===== src/rtl/morse_pkg.sv =====
// Shared constants, state encoding and letter decoder for the Morse receiver.
package morse_pkg;

   // Default clock cycles per Morse unit: 0.5 s at 50 MHz.
   localparam int unsigned DEF_TICK_COUNT = 25_000_000;

   // Letter codes of the lab alphabet.
   localparam logic [2:0] LETTER_S = 3'd0;
   localparam logic [2:0] LETTER_T = 3'd1;
   localparam logic [2:0] LETTER_U = 3'd2;
   localparam logic [2:0] LETTER_V = 3'd3;
   localparam logic [2:0] LETTER_W = 3'd4;
   localparam logic [2:0] LETTER_X = 3'd5;
   localparam logic [2:0] LETTER_Y = 3'd6;
   localparam logic [2:0] LETTER_Z = 3'd7;

   // Symbol encodings in the shift register.
   localparam logic DOT  = 1'b0;
   localparam logic DASH = 1'b1;

   // Run lengths in units.
   localparam logic [2:0] MARK_DOT   = 3'd1;
   localparam logic [2:0] MARK_DASH  = 3'd3;
   localparam logic [2:0] MARK_SAT   = 3'd4;
   localparam logic [1:0] GAP_LETTER = 2'd3;
   localparam logic [2:0] MAX_SYMS   = 3'd4;

   typedef enum logic [1:0] {IDLE, MARK, SPACE} state_t;

   typedef struct packed {
      logic       match;
      logic [2:0] code;
   } decode_t;

   // Symbols enter at bit 0, so the first symbol ends up in the highest used bit
   // and unused upper bits stay zero.
   function automatic decode_t decode_letter(input logic [2:0] nsym, input logic [3:0] sym);
      decode_t d;
      d.match = 1'b1;
      d.code  = LETTER_S;
      case ({nsym, sym})
         {3'd3, 4'b0000}: d.code = LETTER_S;
         {3'd1, 4'b0001}: d.code = LETTER_T;
         {3'd3, 4'b0001}: d.code = LETTER_U;
         {3'd4, 4'b0001}: d.code = LETTER_V;
         {3'd3, 4'b0011}: d.code = LETTER_W;
         {3'd4, 4'b1001}: d.code = LETTER_X;
         {3'd4, 4'b1011}: d.code = LETTER_Y;
         {3'd4, 4'b1100}: d.code = LETTER_Z;
         default:         d.match = 1'b0;
      endcase
      return d;
   endfunction

endpackage


===== src/rtl/morse_receiver_if.sv =====
// Decoded-letter output bundle of the Morse receiver.
interface morse_receiver_if;
   logic [2:0] letter;
   logic       letter_valid;
   logic       letter_error;
   logic       busy;

   modport master (output letter, letter_valid, letter_error, busy);
   modport slave  (input  letter, letter_valid, letter_error, busy);
endinterface


===== src/rtl/morse_tick_gen.sv =====
// Unit-rate divider: one-cycle tick every TICK_COUNT enabled cycles, with a
// half-period load used to centre ticks inside a unit.
module morse_tick_gen
   import morse_pkg::*;
#(
   parameter int unsigned TICK_COUNT = DEF_TICK_COUNT
) (
   input  logic clock,
   input  logic reset_n,
   input  logic i_enable,
   input  logic i_half_load,
   output logic o_tick
);

   localparam int unsigned   CW     = $clog2(TICK_COUNT);
   localparam logic [CW-1:0] RELOAD = CW'(TICK_COUNT - 1);
   localparam logic [CW-1:0] HALF   = CW'(TICK_COUNT / 2);

   logic [CW-1:0] r_cnt;

   assign o_tick = i_enable && (r_cnt == '0);

   // Down-count while enabled; reload on zero, half-load on request.
   always_ff @(posedge clock) begin
      if (!reset_n) begin
         r_cnt <= RELOAD;
      end else if (i_enable) begin
         if (i_half_load)      r_cnt <= HALF;
         else if (r_cnt == '0) r_cnt <= RELOAD;
         else                  r_cnt <= r_cnt - 1'b1;
      end
   end

endmodule


===== src/rtl/morse_receiver.sv =====
// Morse receiver: samples the key once per unit, classifies marks and gaps and
// reports one decoded letter (or an error) per letter gap.
module morse_receiver
   import morse_pkg::*;
#(
   parameter int unsigned TICK_COUNT = DEF_TICK_COUNT
) (
   input  logic                    clock,
   input  logic                    reset_n,
   input  logic                    i_enable,
   input  logic                    i_key_in,
   morse_receiver_if.master        o_rx
);

   logic       r_key_meta, r_key_s, r_key_prev;
   state_t     r_state;
   logic [2:0] r_mcnt;
   logic [1:0] r_scnt;
   logic [3:0] r_sym;
   logic [2:0] r_nsym;
   logic       r_err;
   logic [2:0] r_letter;
   logic       r_letter_valid, r_letter_error;

   logic       w_tick, w_rise, w_half_load;
   logic       w_mark_ok, w_full, w_sym_bit;
   decode_t    w_dec;

   // Two-flop synchronizer plus edge history; runs even while disabled so that
   // edges occurring while frozen are consumed and never seen later.
   always_ff @(posedge clock) begin
      if (!reset_n) begin
         r_key_meta <= 1'b0;
         r_key_s    <= 1'b0;
         r_key_prev <= 1'b0;
      end else begin
         r_key_meta <= i_key_in;
         r_key_s    <= r_key_meta;
         r_key_prev <= r_key_s;
      end
   end

   assign w_rise      = r_key_s && !r_key_prev;
   assign w_half_load = i_enable && (r_state == IDLE) && w_rise;

   morse_tick_gen #(
      .TICK_COUNT (TICK_COUNT)
   ) u_tick_gen (
      .clock       (clock),
      .reset_n     (reset_n),
      .i_enable    (i_enable),
      .i_half_load (w_half_load),
      .o_tick      (w_tick)
   );

   assign w_mark_ok = (r_mcnt == MARK_DOT) || (r_mcnt == MARK_DASH);
   assign w_full    = (r_nsym == MAX_SYMS);
   assign w_sym_bit = (r_mcnt == MARK_DASH) ? DASH : DOT;
   assign w_dec     = decode_letter(r_nsym, r_sym);

   // Letter FSM with registered result pulses.
   always_ff @(posedge clock) begin
      if (!reset_n) begin
         r_state        <= IDLE;
         r_mcnt         <= '0;
         r_scnt         <= '0;
         r_sym          <= '0;
         r_nsym         <= '0;
         r_err          <= 1'b0;
         r_letter       <= LETTER_S;
         r_letter_valid <= 1'b0;
         r_letter_error <= 1'b0;
      end else begin
         r_letter_valid <= 1'b0;
         r_letter_error <= 1'b0;
         if (i_enable) begin
            unique case (r_state)
               IDLE: begin
                  if (w_rise) begin
                     r_state <= MARK;
                     r_mcnt  <= '0;
                     r_sym   <= '0;
                     r_nsym  <= '0;
                     r_err   <= 1'b0;
                  end
               end
               MARK: begin
                  if (w_tick) begin
                     if (r_key_s) begin
                        if (r_mcnt != MARK_SAT) r_mcnt <= r_mcnt + 3'd1;
                     end else begin
                        // Mark closed: only clean dots/dashes fit in the register.
                        r_state <= SPACE;
                        r_scnt  <= 2'd1;
                        if (!w_mark_ok || w_full) r_err <= 1'b1;
                        if (w_mark_ok && !w_full) begin
                           r_sym  <= {r_sym[2:0], w_sym_bit};
                           r_nsym <= r_nsym + 3'd1;
                        end
                     end
                  end
               end
               SPACE: begin
                  if (w_tick) begin
                     if (r_key_s && (r_scnt < GAP_LETTER)) begin
                        r_state <= MARK;
                        r_mcnt  <= 3'd1;
                        if (r_scnt == 2'd2) r_err <= 1'b1;
                     end else if (!r_key_s) begin
                        r_scnt <= r_scnt + 2'd1;
                        if (r_scnt == GAP_LETTER - 2'd1) begin
                           r_state <= IDLE;
                           if (w_dec.match && !r_err) begin
                              r_letter       <= w_dec.code;
                              r_letter_valid <= 1'b1;
                           end else begin
                              r_letter_error <= 1'b1;
                           end
                        end
                     end
                  end
               end
               default: r_state <= IDLE;
            endcase
         end
      end
   end

   assign o_rx.letter       = r_letter;
   assign o_rx.letter_valid = r_letter_valid;
   assign o_rx.letter_error = r_letter_error;
   assign o_rx.busy         = (r_state != IDLE);

endmodule


===== src/flat_wrapper.sv =====
// flat-port wrapper written by rule: the top's interface ports become plain ports
module morse_receiver_flat import morse_pkg::*;
#(
   parameter int unsigned TICK_COUNT = DEF_TICK_COUNT
)
  (clock, reset_n, i_enable, i_key_in, o_rx_letter, o_rx_letter_valid, o_rx_letter_error, o_rx_busy);
  morse_receiver_if o_rx_i ();
  input  logic clock;
  input  logic reset_n;
  input  logic i_enable;
  input  logic i_key_in;
  output wire logic [$bits(o_rx_i.letter)-1:0] o_rx_letter;
  output wire logic [$bits(o_rx_i.letter_valid)-1:0] o_rx_letter_valid;
  output wire logic [$bits(o_rx_i.letter_error)-1:0] o_rx_letter_error;
  output wire logic [$bits(o_rx_i.busy)-1:0] o_rx_busy;
  assign o_rx_letter = o_rx_i.letter;
  assign o_rx_letter_valid = o_rx_i.letter_valid;
  assign o_rx_letter_error = o_rx_i.letter_error;
  assign o_rx_busy = o_rx_i.busy;
  morse_receiver #(.TICK_COUNT(TICK_COUNT)) u_core (.clock(clock), .reset_n(reset_n), .i_enable(i_enable), .i_key_in(i_key_in), .o_rx(o_rx_i));
endmodule

===== config.mk =====
export PLATFORM = sky130hd
export DESIGN_NAME = morse_receiver_flat
export DESIGN_NICKNAME = d
export VERILOG_FILES = /design/src/rtl/morse_pkg.sv /design/src/rtl/morse_receiver_if.sv /design/src/rtl/morse_tick_gen.sv /design/src/rtl/morse_receiver.sv /design/src/flat_wrapper.sv
export SDC_FILE = /design/constraint.sdc
export NUM_CORES = 1
export LEC_CHECK = 0
export BUFFER_PORTS_ARGS = -buffer_cell sky130_fd_sc_hd__buf_2
export CORE_ASPECT_RATIO = 1.5
export CORE_UTILIZATION = 54
export CTS_CLUSTER_SIZE = 12
export DETAILED_ROUTE_END_ITERATION = 8
export GPL_ROUTABILITY_DRIVEN = 0
export PLACE_DENSITY = 0.7
export SKIP_LAST_GASP = 1
export SLEW_MARGIN = 10
export SYNTH_ARGS = -nofsm -noshare
export SYNTH_HDL_FRONTEND = slang
export SYNTH_SLANG_ARGS = --single-unit
export TNS_END_PERCENT = 30

===== constraint.sdc =====
create_clock -name clock -period 4.2 [get_ports clock]
set_input_delay 0.21 -clock clock [delete_from_list [all_inputs] [get_ports clock]]
set_output_delay 0.21 -clock clock [all_outputs]
set_load 0.1 [all_outputs]

Word-level counts from Yosys, hierarchy flattened
Cells that the tools add are included.
{"block": "classes", "n_addsub": 4, "n_lt_le_gt_ge": 1, "n_eq_ne": 29, "n_mux": 45, "n_bitwise": 7, "n_reduce_logical": 27}
{"op": "two-way mux 25 bit", "n": 2}
{"op": "== test 7 bit, second input constant", "n": 4}
{"op": "two-way mux 3 bit", "n": 9}
{"op": "logical NOT 25 bit", "n": 1}
{"op": "subtractor 25 x 1 -> 25 bit, second input constant", "n": 1}
{"op": "two-way mux 2 bit", "n": 12}
{"op": "== test 7 x 6 -> 1 bit, second input constant", "n": 3}
{"op": "one-hot mux 3 bit (7 select lines)", "n": 1}
{"op": "AND reduction 7 bit", "n": 3}
{"op": "two-way mux 4 bit", "n": 4}
{"op": "inequality test 2 x 1 -> 1 bit, second input constant", "n": 7}
{"op": "two-way mux 1 bit", "n": 11}
{"op": "inequality test 2 bit, second input constant", "n": 5}
{"op": "one-hot mux 3 bit (3 select lines)", "n": 1}
{"op": "AND reduction 9 bit", "n": 1}
{"op": "one-hot mux 4 bit (2 select lines)", "n": 1}
{"op": "AND reduction 8 bit", "n": 1}
{"op": "OR reduction 8 bit", "n": 1}
{"op": "== test 7 x 5 -> 1 bit, second input constant", "n": 1}
{"op": "logical AND 1 bit", "n": 7}
{"op": "inverter 1 bit", "n": 7}
{"op": "OR reduction 7 bit", "n": 1}
{"op": "adder 3 x 1 -> 3 bit, second input constant", "n": 2}
{"op": "inequality test 3 bit, second input constant", "n": 2}
{"op": "other kinds (18)", "n": 25}
{"block": "word_totals", "regBits": 48, "in_bits": 4, "output_inout_bits": 6, "elab_cells": 126}

Logic depth before layout (Yosys ltp)
Gate-level depths: netlist of run 1.
{"block": "logic_depth", "ltp_word": 8, "depth_mapped": 8, "ltp_nobuf": 7}

Cells and area by module
Synthesis of run 1 repeated with hierarchy kept, for this count alone.
{"block": "unflattened", "cells_unflattened": 310, "area_unflattened_um2": 2682.6}
{"module": "morse_receiver", "instances": 1, "cells_each": 165, "area_each_um2": 1412.6, "seq_area_each_um2": 460.4}
{"module": "morse_tick_gen", "instances": 1, "cells_each": 145, "area_each_um2": 1270.0, "seq_area_each_um2": 500.5}

Least setup slack after synthesis of run 1
OpenSTA, ideal clock, no wires.
{"block": "synth_path", "kind": "reg-to-reg", "start": "register u_core.r_state[0]", "end": "register u_core.r_mcnt[1]", "setup_time_ns": 0.117, "t_arrival_ns": 2.436, "required_ns": 4.083, "path_slack_ns": 1.647, "stages_incl_launch_ff": 8, "path_buffers": 0, "synth_period_minus_slack_ns": 2.553, "cell_sequence": "dfxtp_1 -> inv_1 -> ha_1 -> inv_1 -> o21ai_0 -> or3_1 -> a221o_1 -> a32o_1"}
{"block": "synth_between", "elab_chain_cells": 3, "word_cells_on_any_way": 12, "cone_classes": "eq/ne (8); mux (1); reduce/logical (3)"}
{"element": "from (decl)", "line": "morse_receiver.sv:16", "text": "state_t r_state;"}
{"element": "from (signal assigned)", "line": "morse_receiver.sv:64", "text": "r_state <= IDLE;"}
{"element": "from (signal assigned)", "line": "morse_receiver.sv:80", "text": "r_state <= MARK;"}
{"element": "from (signal assigned)", "line": "morse_receiver.sv:93", "text": "r_state <= SPACE;"}
{"element": "== test 2 x 1 -> 1 bit (tied with other cells)", "line": "morse_receiver.sv:77", "text": "unique case (r_state)"}
{"element": "inequality test 2 x 1 -> 1 bit (no line) (tied with other cells)"}
{"element": "AND reduction 8 bit (no line)"}
{"element": "to (signal assigned)", "line": "morse_receiver.sv:90", "text": "if (r_mcnt != MARK_SAT) r_mcnt <= r_mcnt + 3'd1;"}
{"element": "to (decl)", "line": "morse_receiver.sv:17", "text": "logic [2:0] r_mcnt;"}
Several ways; a longest one is shown, not always the timed one.
A chain may end at the register's enable or synchronous reset.

Worst setup path after layout of run 1
{"block": "layout_path", "start": "register u_core.u_tick_gen.r_cnt[10]", "end": "register u_core.r_mcnt[2]"}
{"block": "layout_between", "elab_chain_cells": 4, "word_cells_on_any_way": 5, "cone_classes": "eq/ne (2); reduce/logical (3)"}
{"element": "from (decl)", "line": "morse_tick_gen.sv:19", "text": "logic [CW-1:0] r_cnt;"}
{"element": "from (signal assigned)", "line": "morse_tick_gen.sv:30", "text": "else r_cnt <= r_cnt - 1'b1;"}
{"element": "logical NOT 25 bit *", "line": "morse_tick_gen.sv:21", "text": "assign o_tick = i_enable && (r_cnt == '0);"}
{"element": "logical AND 1 bit *", "line": "morse_tick_gen.sv:21"}
{"element": "inequality test 2 bit (no line)"}
{"element": "AND reduction 8 bit (no line) *"}
Every way passes the cells marked *; elsewhere a longest branch is shown, timed or not.

==> out/qor.csv, run 1 <==
metric,value,unit
clk_path_buf_depth,2,
fin_crit,2.47,ns
wl_per_cell,16.1,um
placed_cells,394,
power_density,308,mW/mm^2
finalWirelength,6490,um
cts_resized,0,
final-hold-violation-count,0,
placed_area,0.00288,sq mm
whs,0.114,ns
cp.required,4.39,ns
die_h,90.7,um
clkTransAtPathRegs,0.09,ns
synth_cell_types,60,
crit-reg2reg-launch,u_core.u_tick_gen.r_cnt[10],
first_global_vias,2322,
ant_nets,0,
synthCells,338,
cts_buffers,5,
wl_met1,2600,um
clock_latency,0.30,ns
yosysSeqAreaShare,33.9,%
crit_fanout,10,
wl_met3,191,um
grt_max_degree,43,
whs_path_depth,2,
hpwl,4790,um
dr.pass1.iters,4,
reg2reg_depth,5,
antenna_found_initial,0,
met2_length,3440,um
hold_path_end,u_core.r_key_meta,
finalSetupViolCount,0,
seqCellArea,961,sq um
p_leak,1.18,nW
hp-start,i_key_in,
rsz0062_at_grt,no,
drt_iter0_drc,124,
reg2reg_to,u_core.r_mcnt[2],
dr_total_vias,2422,
crit_arrival,2.67,ns
finalInstanceArea,0.00302,sq mm
synth_seq_cells,48,
core,0.00493,sq mm
period_share,58.9,%
synth_flop_cell,dfxtp_1,
syn_nets,357,
synth_edf_count,0,
ys_async_sr_fraction,0,%
setup_tns,0,ns
tightest_slew,0.769,ns
fmax,0.405,GHz
route.top_layer_used,met4,
r2r_slack,1.73,ns
critPathCaptureType,register,
grt_usage,25.4,%
hp-class,primary input to register,
syn_avg_cell_area,8.38,sq um
via_per_inst,6.02,
fillCellCount,473,
finalWorstSetupSlack,1.73,ns
yosysWarnings,0,
cts_tree,yes,
status,finished clean,
skew,0.00639,ns
critPathLaunchType,register,
stdcell_count,402,
relSlewSlack,48.3,%
pre_cts_ws,1.78,ns
diodes,0,
worst_ir_drop_vdd,0.219,mV
cts.htree.levels,2,
grt_first_pass_wirelength,10700,um
final_max_slew_viol_count,0,
pin_count,10,
cts_hold_buf,0,
drcViolationCount,0,
io_buffers,9,
synth_area,0.00283,sq mm
maxCapViolCount,0,
dieArea,0.00554,sq mm
crit_type,register to register,
cts-root-buf,clkbuf_8,
rows,31,
nNetsFinal,354,
drive_above_1_share,10.1,%
die_x,61.1,um
grt.overflow.total,0,
start_util,57.5,%
post_cts_buffers,0,
area_growth,6.67,%
cts.sinks,48,
multi_input_area,0.00172,sq mm
how the worst max path moves through the flow:
| stage | startpoint | endpoint | slack, ns | cells past startpoint |
|---|---|---|---|---|
| after global routing | u_core.u_tick_gen.r_cnt[10] | u_core.r_nsym[2] | 1.58 | 5 |
| after global placement | u_core.u_tick_gen.r_cnt[10] | u_core.r_mcnt[2] | 1.82 | 5 |
| final | u_core.u_tick_gen.r_cnt[10] | u_core.r_mcnt[2] | 1.73 | 5 |
| after floorplan | u_core.r_state[0] | u_core.r_mcnt[1] | 1.65 | 7 |
| after CTS | u_core.u_tick_gen.r_cnt[10] | u_core.r_mcnt[2] | 1.76 | 5 |
| after detailed placement | u_core.u_tick_gen.r_cnt[10] | u_core.r_mcnt[2] | 1.78 | 5 |
Yosys cell counts, drive strengths merged, types with 2 or more instances:
master	count	area, sq um
a211oi	3	22.5
a21boi	2	15.0
a21oi	9	45.0
a22o	6	52.6
a31o	2	17.5
a31oi	5	31.3
a32o	2	20.0
and2	4	25.0
and3	5	31.3
and3b	2	17.5
and4	3	26.3
buf	4	18.8
clkbuf	15	57.6
dfxtp	48	961
ha	15	188
inv	20	75.1
mux2i	7	70.1
nand2	29	109
nand2b	2	12.5
nand3	16	85.1
nand4	7	43.8
nand4b	2	17.5
nor2	20	75.1
nor2b	5	31.3
nor3	16	96.4
nor4	10	83.8
nor4b	3	41.3
o211ai	5	37.5
o21a	3	22.5
o21ai	13	65.1
o311ai	4	35.0
or2	8	50.1
or3	6	37.5
or4	9	67.6
xnor2	9	78.8
xor2	5	43.8
stage by stage:
| step | total power [mW] | util, % |
|---|---|---|
| 2_1_floorplan | 0.525 | - |
| 3_3_place_gp | 0.541 | 58.5 |
| 3_5_place_dp | 0.541 | 58.5 |
| 4_1_cts | 0.941 | 61.3 |
| 5_1_grt | 0.967 | 61.3 |
| 6_report | 0.931 | 61.3 |
kinds of logic (layout without fill, tap and decap cells):
group	Yosys count	after routing	share of synthesized area (%)
buffers and inverters	40	38	5.48
adder cells (fa/ha/maj)	15	15	6.63
AO/OA/AOI/OAI	64	64	16.1
flip-flops	48	48	33.9
AND/OR/NAND/NOR	149	149	30.6
XOR/XNOR	14	14	4.33
multiplexers	8	8	2.87
routing by layer:
layer / vias up / track usage [%]
met5: - / 0
met3: 19 / 3.58
met4: 0 / 14.0
met1: 1131 / 27.6
met2: 48 / 44.6
li1: 1224 / -
placed cells by master (no fill, tap or decap), drive strengths merged, types with 6 or more instances in the layout:
| cell | instances |
|---|---|
| dfxtp | 48 |
| nor3 | 16 |
| or3 | 6 |
| a21oi | 9 |
| xnor2 | 9 |
| nand2 | 29 |
| or2 | 8 |
| or4 | 9 |
| nand3 | 16 |
| inv | 21 |
| a22o | 6 |
| nor2 | 20 |
| nor4 | 10 |
| mux2i | 7 |
| ha | 15 |
| nand4 | 7 |
| o21ai | 13 |
| buf | 9 |
worst max-delay path, stage by stage (launching register included):
cell,delay (ns)
dfxtp_1,0.35
or4_1,0.69
nor4_4,0.40
nand3_2,0.20
a221o_1,0.44
a32o_1,0.27
power by group:
part | switching [mW] | total, mW | internal (mW) | leakage [nW]
sequential | 0.00988 | 0.472 | 0.462 | 0.389
combinational | 0.0402 | 0.0590 | 0.0187 | 0.722
clock | 0.161 | 0.400 | 0.240 | 0.0687
flip-flops by register name (all words and copies together), names as in the netlist:
name	flops
u_core.r_key_prev	1
u_core.r_err	1
u_core.o_rx.letter	3
u_core.o_rx.letter_error	1
u_core.r_nsym	3
u_core.r_key_meta	1
u_core.r_key_s	1
u_core.o_rx.letter_valid	1
u_core.u_tick_gen.r_cnt	25
u_core.r_sym	4
u_core.r_scnt	2
u_core.r_state	2
u_core.r_mcnt	3
layout make-up:
cell class | count | area share (%)
multi-input cells | 250 | 56.8
repair buffers | 9 | 1.49
clock inverters | 3 | 2.28
well taps | 66 | 2.73
flip-flops and latches | 48 | 31.8
inverters | 21 | 2.61
clock buffers | 5 | 2.28
No activity file was read; power rests on OpenSTA's default activity.
==> inputs of run 2 (changes only) <==
==> constraint.sdc (replaced) <==
create_clock -name clock -period 2.3 [get_ports clock]
set_input_delay 0.115 -clock clock [delete_from_list [all_inputs] [get_ports clock]]
set_output_delay 0.115 -clock clock [all_outputs]
set_load 0.1 [all_outputs]
==> run 2 against run 1 <==
  * Core utilization up 5.6 points
  * Critical endpoint is now u_core.u_tick_gen.r_cnt[13]
  * Wire length increased by 6.1%
  * Worst hold slack worse by 0.10 ns
  * Register-to-register slack worse by 1.7 ns
  * Critical path depth is the same
  * Non-clock buffer count rose by 32
  * Via count rose by 6.2%
  * First-iteration DRC count down 21%
  * Global-route usage grew 2.2 points
  * Die area did not move
==> out/qor.csv, run 2 (same netlist as run 1, synthesis figures left out) <==
metric,value,unit,change
status,finished clean,,unchanged
dr.pass1.iters,4,,unchanged
drive_above_1_share,19.0,%,was 10.1%
finalSetupViolCount,0,,unchanged
grt_max_degree,17,,was 43
crit_top_cell,or4_1,,
grt_usage,27.7,%,was 25.4%
period_share,97.4,%,was 58.9%
first_global_vias,2512,,"was 2,322"
area_growth,16.4,%,was 6.67%
hpwl,5280,um,was 4790 um
wl_per_cell,15.9,um,was 16.1 um
cts-root-buf,clkbuf_8,,unchanged
fin_crit,2.24,ns,was 2.47 ns
final_cell_mix,"47 x dfxtp_1, 32 x buf_4, 29 x nand2_1",,"was 48 x dfxtp_1, 29 x nand2_1, 20 x inv_1, 20 x nor2_1"
dieArea,0.00554,sq mm,unchanged
rows,31,,unchanged
skew,0.00711,ns,was 0.00639 ns
max_stage_delay,0.65,ns,was 0.69 ns
hp-start,i_key_in,,unchanged
cts.htree.levels,2,,unchanged
die_x,61.1,um,unchanged
p_total,1.83,mW,was 0.931 mW
critPathCaptureType,register,,unchanged
ant_nets,0,,unchanged
p_leak,1.34,nW,was 1.18 nW
largest_register_ffs,25,,unchanged
tightest_slew,0.489,ns,was 0.769 ns
crit_fanout,6,,was 10
final-hold-violation-count,0,,unchanged
power_density,555,mW/mm^2,was 308 mW/mm^2
relSlewSlack,67.6,%,was 48.3%
drcViolationCount,0,,unchanged
cts.sinks,48,,unchanged
slowest_stage,or4_1,,unchanged
finalWirelength,6890,um,was 6490 um
placed_cells,422,,was 394
top_regs,"u_core.u_tick_gen.r_cnt: 25 flops, u_core.r_sym: 4 flops",,unchanged
maxCapViolCount,0,,unchanged
worst_ir_drop_vdd,0.299,mV,was 0.219 mV
nNetsFinal,386,,was 354
clock_latency,0.31,ns,was 0.30 ns
pre_cts_ws,0.0565,ns,was 1.78 ns
cts_tree,yes,,unchanged
crit-reg2reg-launch,u_core.u_tick_gen.r_cnt[3],,was u_core.u_tick_gen.r_cnt[10]
placed_area,0.00310,sq mm,was 0.00288 sq mm
hold_path_end,u_core.r_key_meta,,unchanged
mostFrequentLayoutCell,dfxtp_1,,unchanged
pin_count,10,,unchanged
max_flop_register,u_core.u_tick_gen.r_cnt,,unchanged
io_buffers,9,,unchanged
cp_cell_sequence,or4_1 -> or4_1 -> nor3_1 -> xnor2_1 -> nand2_1,,was or4_1 -> nor4_4 -> nand3_2 -> a221o_1 -> a32o_1
via_per_inst,5.93,,was 6.02
clk_path_buf_depth,2,,unchanged
cts_hold_buf,0,,unchanged
stdcell_count,434,,was 402
critPathLaunchType,register,,unchanged
finalWorstSetupSlack,0.0587,ns,was 1.73 ns
dr_total_vias,2572,,"was 2,422"
drt_iter0_drc,98,,was 124
final_max_slew_viol_count,0,,unchanged
diodes,0,,unchanged
antenna_found_initial,0,,unchanged
grt_first_pass_wirelength,11500,um,"was 10,700 um"
die_h,90.7,um,unchanged
fin_util,66.9,%,was 61.3%
reg2reg_to,u_core.u_tick_gen.r_cnt[13],,was u_core.r_mcnt[2]
fmax,0.446,GHz,was 0.405 GHz
crit_type,register to register,,unchanged
reg2reg_depth,5,,unchanged
cp.required,2.50,ns,was 4.39 ns
cts_buffers,5,,unchanged
core,0.00493,sq mm,unchanged
finalInstanceArea,0.00330,sq mm,was 0.00302 sq mm
clkTransAtPathRegs,0.09,ns,about the same
whs_path_depth,2,,unchanged
crit_arrival,2.44,ns,was 2.67 ns
grt.overflow.total,0,,unchanged
rsz0062_at_grt,yes,,was no
hp-class,primary input to register,,unchanged
r2r_slack,0.06,ns,was 1.73 ns
start_util,57.5,%,unchanged
==> run 2: changes by cell type in the layout (fill, tap and decap cells not counted), sizes merged <==
cell / before / now
buf: 9 / 41
bufinv: 2 / 3
clkinvlp: 0 / 1
inv: 21 / 19
==> run 2: worst max-delay path by stage <==
stage | startpoint | endpoint | slack (ns)
after global placement | u_core.u_tick_gen.r_cnt[3] | u_core.u_tick_gen.r_cnt[13] | 0.07
final | u_core.u_tick_gen.r_cnt[3] | u_core.u_tick_gen.r_cnt[13] | 0.06
after floorplan | u_core.r_state[0] | u_core.r_mcnt[1] | 0.04
after detailed placement | u_core.u_tick_gen.r_cnt[11] | u_core.r_mcnt[1] | 0.06
after CTS | u_core.u_tick_gen.r_cnt[12] | u_core.r_mcnt[1] | 0.05
after global routing | u_core.u_tick_gen.r_cnt[3] | u_core.u_tick_gen.r_cnt[13] | -0.04
==> run 2: report_power, final <==
part | internal (mW) | leakage, nW | switching, mW
Combinational | 0.0478 | 0.870 | 0.0809
Clock | 0.544 | 0.0784 | 0.298
Sequential | 0.844 | 0.389 | 0.0163
==> run 2: worst max-delay path: cells and delay by family, from the launching register on <==
family,cells,cell delay (ns)
flops,1,0.37
xor+xnor,1,0.16
simple gates,4,1.60
==> run 2: metrics by stage <==
stage | hold slack (ns) | TNS [ns]
floorplan | 0.242 | 0
global placement | 0.320 | 0
detailed placement | 0.329 | 0
CTS | 0.00449 | 0
global route | 0.00990 | -0.0769
finish | 0.0113 | 0
==> run 2: repair_timing <==
| action | CTS | global route |
|---|---|---|
| gates resized for setup | 0 | 3 |
| setup buffers | 0 | 4 |
| endpoints found under the setup margin | 0 | 16 |
==> run 2: area by class of cell <==
| cell class | instances | area (sq um) |
|---|---|---|
| Timing Repair Buffer | 41 | 285 |
| Tap cell | 66 | 82.6 |
| Clock inverter | 3 | 90.1 |
| Clock buffer | 5 | 68.8 |
| Inverter | 21 | 82.6 |
| Fill cell | 435 | 1630 |
| Multi-Input combinational cell | 250 | 1730 |
| Sequential cell | 48 | 962 |
==> run 2: routing by layer <==
layer / vias to the layer above / global-route usage [%] / part of all wire [%]
li1: 1286 / - / -
met1: 1219 / 29.7 / 39
met2: 42 / 48.0 / 53
met3: 25 / 4.15 / 2.7
met4: 0 / 16.7 / 4.6
met5: - / 0 / 0
